### src/rtl/button_pkg.sv
// Shared types and helpers for the pushbutton debouncer.
package button_pkg;

  // Debouncer FSM states
  typedef enum logic [2:0] {
    IDLE         = 3'd0,
    PRESS_WAIT   = 3'd1,
    PRESSED      = 3'd2,
    LONG_HELD    = 3'd3,
    RELEASE_WAIT = 3'd4
  } state_t;

  // Number of clock cycles in a window of ms milliseconds at clk_hz
  function automatic int unsigned cycles(input int unsigned ms, input int unsigned clk_hz);
    return (clk_hz / 32'd1000) * ms;
  endfunction

endpackage

### src/rtl/sync_2ff.sv
// Two-flop synchronizer for a single asynchronous bit.
module sync_2ff #(
  parameter logic RST_VAL = 1'b0
) (
  input  logic clk,
  input  logic rst,
  input  logic d,
  output logic q
);

  logic meta;

  // Shift the raw input through two flops; reset parks both at RST_VAL
  always_ff @(posedge clk or negedge rst) begin
    if (!rst) begin
      meta <= RST_VAL;
      q    <= RST_VAL;
    end else begin
      meta <= d;
      q    <= meta;
    end
  end

endmodule

### src/rtl/button_debounce_fsm.sv
// Pushbutton debouncer with press/release/long-press pulses and an LED toggle.
module button_debounce_fsm
  import button_pkg::*;
#(
  parameter int unsigned CLK_HZ        = 27000000,
  parameter int unsigned DEBOUNCE_MS   = 20,
  parameter int unsigned LONG_PRESS_MS = 1000,
  parameter bit          ACTIVE_HIGH   = 1'b1
) (
  input  logic clk,
  input  logic rst,
  input  logic btn_in,
  output logic btn_level,
  output logic press_pulse,
  output logic release_pulse,
  output logic long_pulse,
  output logic toggle
);

  localparam int unsigned DEB_CYC  = cycles(DEBOUNCE_MS, CLK_HZ);
  localparam int unsigned LONG_CYC = cycles(LONG_PRESS_MS, CLK_HZ);
  localparam int unsigned CNT_W    = $clog2(LONG_CYC + 1);

  // Terminal counts: debounce window, and remaining hold time once PRESSED
  localparam logic [CNT_W-1:0] DEB_LAST  = CNT_W'(DEB_CYC - 1);
  localparam logic [CNT_W-1:0] LONG_LAST = CNT_W'(LONG_CYC - DEB_CYC - 1);

  // Refuse to build with a window too short to debounce or a long press inside it
  generate
    if (DEB_CYC < 2 || LONG_CYC <= DEB_CYC) begin : g_bad_timing
      $error("button_debounce_fsm: need DEB_CYC >= 2 and LONG_CYC > DEB_CYC");
    end
  endgenerate

  logic             btn_sync;
  logic             btn_s;
  state_t           state, state_n, prev_state;
  logic [CNT_W-1:0] cnt, cnt_n;
  logic             long_fired, long_fired_n;
  logic             level_c, press_c, release_c, long_c;

  // Synchronizer rests at the released pin level so reset looks like "not pressed"
  sync_2ff #(
    .RST_VAL (~ACTIVE_HIGH)
  ) u_sync (
    .clk (clk),
    .rst (rst),
    .d   (btn_in),
    .q   (btn_sync)
  );

  assign btn_s = ACTIVE_HIGH ? btn_sync : ~btn_sync;

  // State, counter, long-press flag and previous state registers
  always_ff @(posedge clk or negedge rst) begin
    if (!rst) begin
      state      <= IDLE;
      prev_state <= IDLE;
      cnt        <= '0;
      long_fired <= 1'b0;
    end else begin
      state      <= state_n;
      prev_state <= state;
      cnt        <= cnt_n;
      long_fired <= long_fired_n;
    end
  end

  // Next-state, counter update and entry-event decode
  always_comb begin
    state_n      = state;
    cnt_n        = cnt;
    long_fired_n = long_fired;
    level_c      = 1'b0;
    press_c      = 1'b0;
    release_c    = 1'b0;
    long_c       = 1'b0;

    case (state)
      IDLE: begin
        if (btn_s) begin
          state_n = PRESS_WAIT;
          cnt_n   = '0;
        end
      end

      PRESS_WAIT: begin
        if (!btn_s) begin
          state_n = IDLE;
        end else if (cnt == DEB_LAST) begin
          state_n = PRESSED;
          cnt_n   = '0;
        end else begin
          cnt_n = cnt + CNT_W'(1);
        end
      end

      PRESSED: begin
        if (!btn_s) begin
          state_n = RELEASE_WAIT;
          cnt_n   = '0;
        end else if (cnt == LONG_LAST) begin
          state_n      = LONG_HELD;
          long_fired_n = 1'b1;
        end else begin
          cnt_n = cnt + CNT_W'(1);
        end
      end

      LONG_HELD: begin
        // Counter holds here so it can never wrap on a very long hold
        if (!btn_s) begin
          state_n = RELEASE_WAIT;
          cnt_n   = '0;
        end
      end

      RELEASE_WAIT: begin
        if (btn_s) begin
          // Release bounce: resume where we were, restarting the hold timer if no long yet
          if (long_fired) begin
            state_n = LONG_HELD;
          end else begin
            state_n = PRESSED;
            cnt_n   = '0;
          end
        end else if (cnt == DEB_LAST) begin
          state_n      = IDLE;
          long_fired_n = 1'b0;
        end else begin
          cnt_n = cnt + CNT_W'(1);
        end
      end

      default: begin
        state_n      = IDLE;
        cnt_n        = '0;
        long_fired_n = 1'b0;
      end
    endcase

    level_c   = (state == PRESSED) || (state == LONG_HELD) || (state == RELEASE_WAIT);
    press_c   = (state == PRESSED)   && (prev_state == PRESS_WAIT);
    long_c    = (state == LONG_HELD) && (prev_state == PRESSED);
    release_c = (state == IDLE)      && (prev_state == RELEASE_WAIT);
  end

  // Registered outputs; toggle flips on the edge that raises press_pulse
  always_ff @(posedge clk or negedge rst) begin
    if (!rst) begin
      btn_level     <= 1'b0;
      press_pulse   <= 1'b0;
      release_pulse <= 1'b0;
      long_pulse    <= 1'b0;
      toggle        <= 1'b0;
    end else begin
      btn_level     <= level_c;
      press_pulse   <= press_c;
      release_pulse <= release_c;
      long_pulse    <= long_c;
      toggle        <= toggle ^ press_c;
    end
  end

endmodule

### config.mk
export PLATFORM = sky130hd
export DESIGN_NAME = button_debounce_fsm
export DESIGN_NICKNAME = d
export VERILOG_FILES = /design/src/rtl/button_pkg.sv /design/src/rtl/sync_2ff.sv /design/src/rtl/button_debounce_fsm.sv
export SDC_FILE = /design/constraint.sdc
export NUM_CORES = 1
export LEC_CHECK = 0
export BUFFER_PORTS_ARGS = -buffer_cell sky130_fd_sc_hd__buf_4
export CORE_MARGIN = 2
export CORE_UTILIZATION = 55
export DETAILED_ROUTE_END_ITERATION = 16
export PLACE_DENSITY = 0.72
export SETUP_SLACK_MARGIN = 0.15
export SYNTH_ARGS = -nofsm -noshare
export SYNTH_HDL_FRONTEND = slang
export SYNTH_SLANG_ARGS = --single-unit
### constraint.sdc
create_clock -name clk -period 5.5 [get_ports clk]
set_input_delay 0.275 -clock clk [delete_from_list [all_inputs] [get_ports clk]]
set_output_delay 0.275 -clock clk [all_outputs]
set_load 0.1 [all_outputs]
==> impl_metrics.py <==
metrics = {
    "floorplanning": {
        "row_count": 22,
        "core_um2": 3689,
        "die_h_um": 66.23,
        "io_pins": 8,
        "die_w_um": 66.23,
        "die-area_um2": 4386,
        "initial_core_util_pct": 57.73,
    },
    "synthesis": {
        "synthTopCellsByArea": "dfrtp_1, a22o_1, o21ai_0",
        "synth_most_common_cell": "dfrtp_1",
        "async_flop_share_pct": 100.0,
        "synthFlopType": "dfrtp_1",
        "synth_fp_nets": 226,
        "synth_area_per_cell_um2": 9.593,
        "syn_area_um2": 2130,
        "synth.distinct_cells": 46,
        "yosysWarningCount": 0,
        "synth_edf_count": 0,
        "synth_top_area_share_pct": 45.83,
        "ys_seq_area_share_pct": 45.83,
        "ys_ff_latch": 39,
        "yosys-top-cells-count": "dfrtp_1, nor2_1, o21ai_0",
        "synth_area_leader_cell": "dfrtp_1",
        "synth_cells": 222,
    },
    "drt": {
        "drt-total-wl_um": 4599,
        "wl_per_cell_um": 16.78,
        "ant_nets": 0,
        "num_vias": 1779,
        "drc": 0,
        "firstDrtPassIters": 4,
        "drt_iter0_drc": 136,
        "viasPerCell": 6.493,
    },
    "global_route": {
        "grt_pass1_wl_um": 8086,
        "gr-usage-all-layers_pct": 24.40,
        "grt_antenna_before_repair": 0,
        "grt_pass1_vias": 1765,
        "grt.overflow.total": 0,
        "grt_max_degree": 40,
    },
    "cts": {
        "cts_tree": "yes",
        "clk_path_buf_depth": 2,
        "clkTransAtPathRegs_ns": 0.07,
        "htreeDepth": 2,
        "cts_hold_buf": 1,
        "clkLatencyLatePin_ns": 0.29,
        "root_buffer": "clkbuf_8",
        "cts_buffers": 5,
        "cts_num_sinks": 39,
        "cts_resized": 0,
        "postCtsSetupRepairBufs": 0,
    },
    "sta": {
        "whs_ns": 0.09115,
        "fin_crit_ns": 2.836,
        "layout_setup_ws_ns": 2.664,
        "tightest_slew_ns": 0.7363,
        "grt_setup_unrepaired": "no",
        "maxSlewViolCount": 0,
        "max-slew-margin-rel_pct": 50.91,
        "finalCritPeriodShare_pct": 51.56,
        "max_freq_ghz": 0.3526,
        "setup_viol": 0,
        "finalClockSkew_ns": 0.008656,
        "finalSetupTns_ns": 0,
        "hold_viol": 0,
    },
    "critical_path": {
        "crit_buf_inv": 0,
        "cpMaxStageDelayCell": "a31oi_4",
        "start_kind": "flop",
        "crit_required_ns": 5.68,
        "crit_path_end_kind": "flop",
        "critPathKind": "reg -> reg",
        "slowest_delay_ns": 0.57,
        "crit_family": "simple AND/OR/NAND/NOR gates",
        "cp.arrival_ns": 3.01,
        "cp_cell_sequence": "ha_1, nand4_1, nor4_4, nand3_4, a31oi_4, nor2_4, a41o_1",
        "cp_max_fo": 22,
    },
    "power_and_ir_drop": {
        "p_int_uw": 446.7,
        "p_leak_nw": 0.9420,
        "power_switching_share_pct": 21.99,
        "p_per_area_nw_per_um2": 248.8,
        "ir_worst_vdd_uv": 177.5,
        "combinationalPowerShare_pct": 5.2,
        "seqPwrFrac_pct": 51.8,
        "p_switching_uw": 125.9,
        "clock_power_share_pct": 43.1,
    },
    "place": {
        "numPortBuffers": 7,
        "routabilityCongestion": 0.8488,
        "dpl_cell_area_um2": 2173,
        "dp_hpwl_um": 3150,
        "dp_slack_ns": 2.684,
    },
    "finish": {
        "fin_area_um2": 2301,
        "final_nets": 229,
        "drive_above_1_share_pct": 9.735,
        "area_growth_syn_to_layout_pct": 8.050,
        "nFillCells": 330,
        "antenna_cells": 0,
    },
    "hold_path": {
        "hp-class": "in -> reg",
    },
    "job": {
        "drv_cap": 0,
    },
    "status": {
        "status": "complete, no violations",
    },
}
[metal layers]
metal	routed length, um	GRT usage, %
met1	2098	32.93
met4	51	8.163
met2	2238	38.38
met5	0	0
met3	209	5.963
[final timing paths]
path / cells after the start / slack [ns] / startpoint / endpoint
max: 7 / 2.66 / cnt[0] / cnt[21]
min: 1 / 0.09 / btn_in / u_sync.meta
max reg2reg: 7 / 2.66 / cnt[0] / cnt[21]
min reg2reg: 0 / 0.36 / u_sync.meta / u_sync.q
max in group asynchronous: 2 / 4.68 / rst / cnt[21]
min in group asynchronous: 2 / 0.48 / rst / press_pulse
[area by class of cell]
class                      instances  area [um^2]  area share [%]
inverter                           7        26.28           1.142
multi-input combinational        164         1059           46.00
tap                               48        60.06           2.610
clock buffer                       6        82.58           3.589
timing repair buffer               8        62.56           2.719
sequential                        39        975.9           42.41
clock inverter                     2        35.03           1.523
[power groups by stage]
stage / clock network (mW) / registers [mW] / logic [mW]
detailed placement: 0 / 0.302 / 0.0295
CTS: 0.249 / 0.296 / 0.0302
global placement: 0 / 0.301 / 0.0279
floorplan: 0 / 0.299 / 0.0223
finish: 0.247 / 0.296 / 0.0295
global route: 0.260 / 0.297 / 0.0344
[flip-flops by register name (all words and copies together), names as in the netlist]
name	cells
long_pulse	1
cnt	25
u_sync.meta	1
prev_state	3
press_pulse	1
long_fired	1
u_sync.q	1
release_pulse	1
btn_level	1
state	3
toggle	1
[cell usage in the layout (no fill, tap or decap), types with 2 or more instances in the layout]
| cell type | instances |
|---|---|
| dfrtp_1 | 39 |
| nor2_1 | 19 |
| o21ai_0 | 19 |
| a22o_1 | 18 |
| nand2_1 | 15 |
| nor3_1 | 12 |
| nand3_1 | 10 |
| nor4_1 | 9 |
| inv_1 | 7 |
| buf_4 | 7 |
| a21oi_1 | 6 |
| clkbuf_8 | 6 |
| nand4_1 | 5 |
| and3_1 | 5 |
| nor2b_1 | 4 |
| nand3b_1 | 3 |
| o22ai_1 | 3 |
| a31oi_1 | 3 |
| nand2b_1 | 2 |
| or4_1 | 2 |
| o21bai_1 | 2 |
| o31ai_1 | 2 |
| o2bb2ai_1 | 2 |
| a21o_1 | 2 |
| mux2i_1 | 2 |
[through the flow]
stage	instances	utilization [%]	power (mW)
2_1_floorplan	222	-	0.3213
3_3_place_gp	265	58.92	0.3293
3_5_place_dp	265	58.92	0.3313
4_1_cts	274	62.38	0.5753
5_1_grt	274	62.38	0.5913
6_report	274	62.38	0.5726
[logic make-up (layout without fill, tap and decap cells)]
logic type / count (synthesis) / in the layout / synth area share [%]
simple gates: 92 / 92 / 24.09
compound gates: 68 / 68 / 23.68
flops: 39 / 39 / 45.83
buf+inv: 19 / 23 / 4.465
mux: 2 / 2 / 0.9401
fa+ha+maj: 1 / 1 / 0.5875
xor+xnor: 1 / 1 / 0.4114
Power figures use the tool's default switching activity.
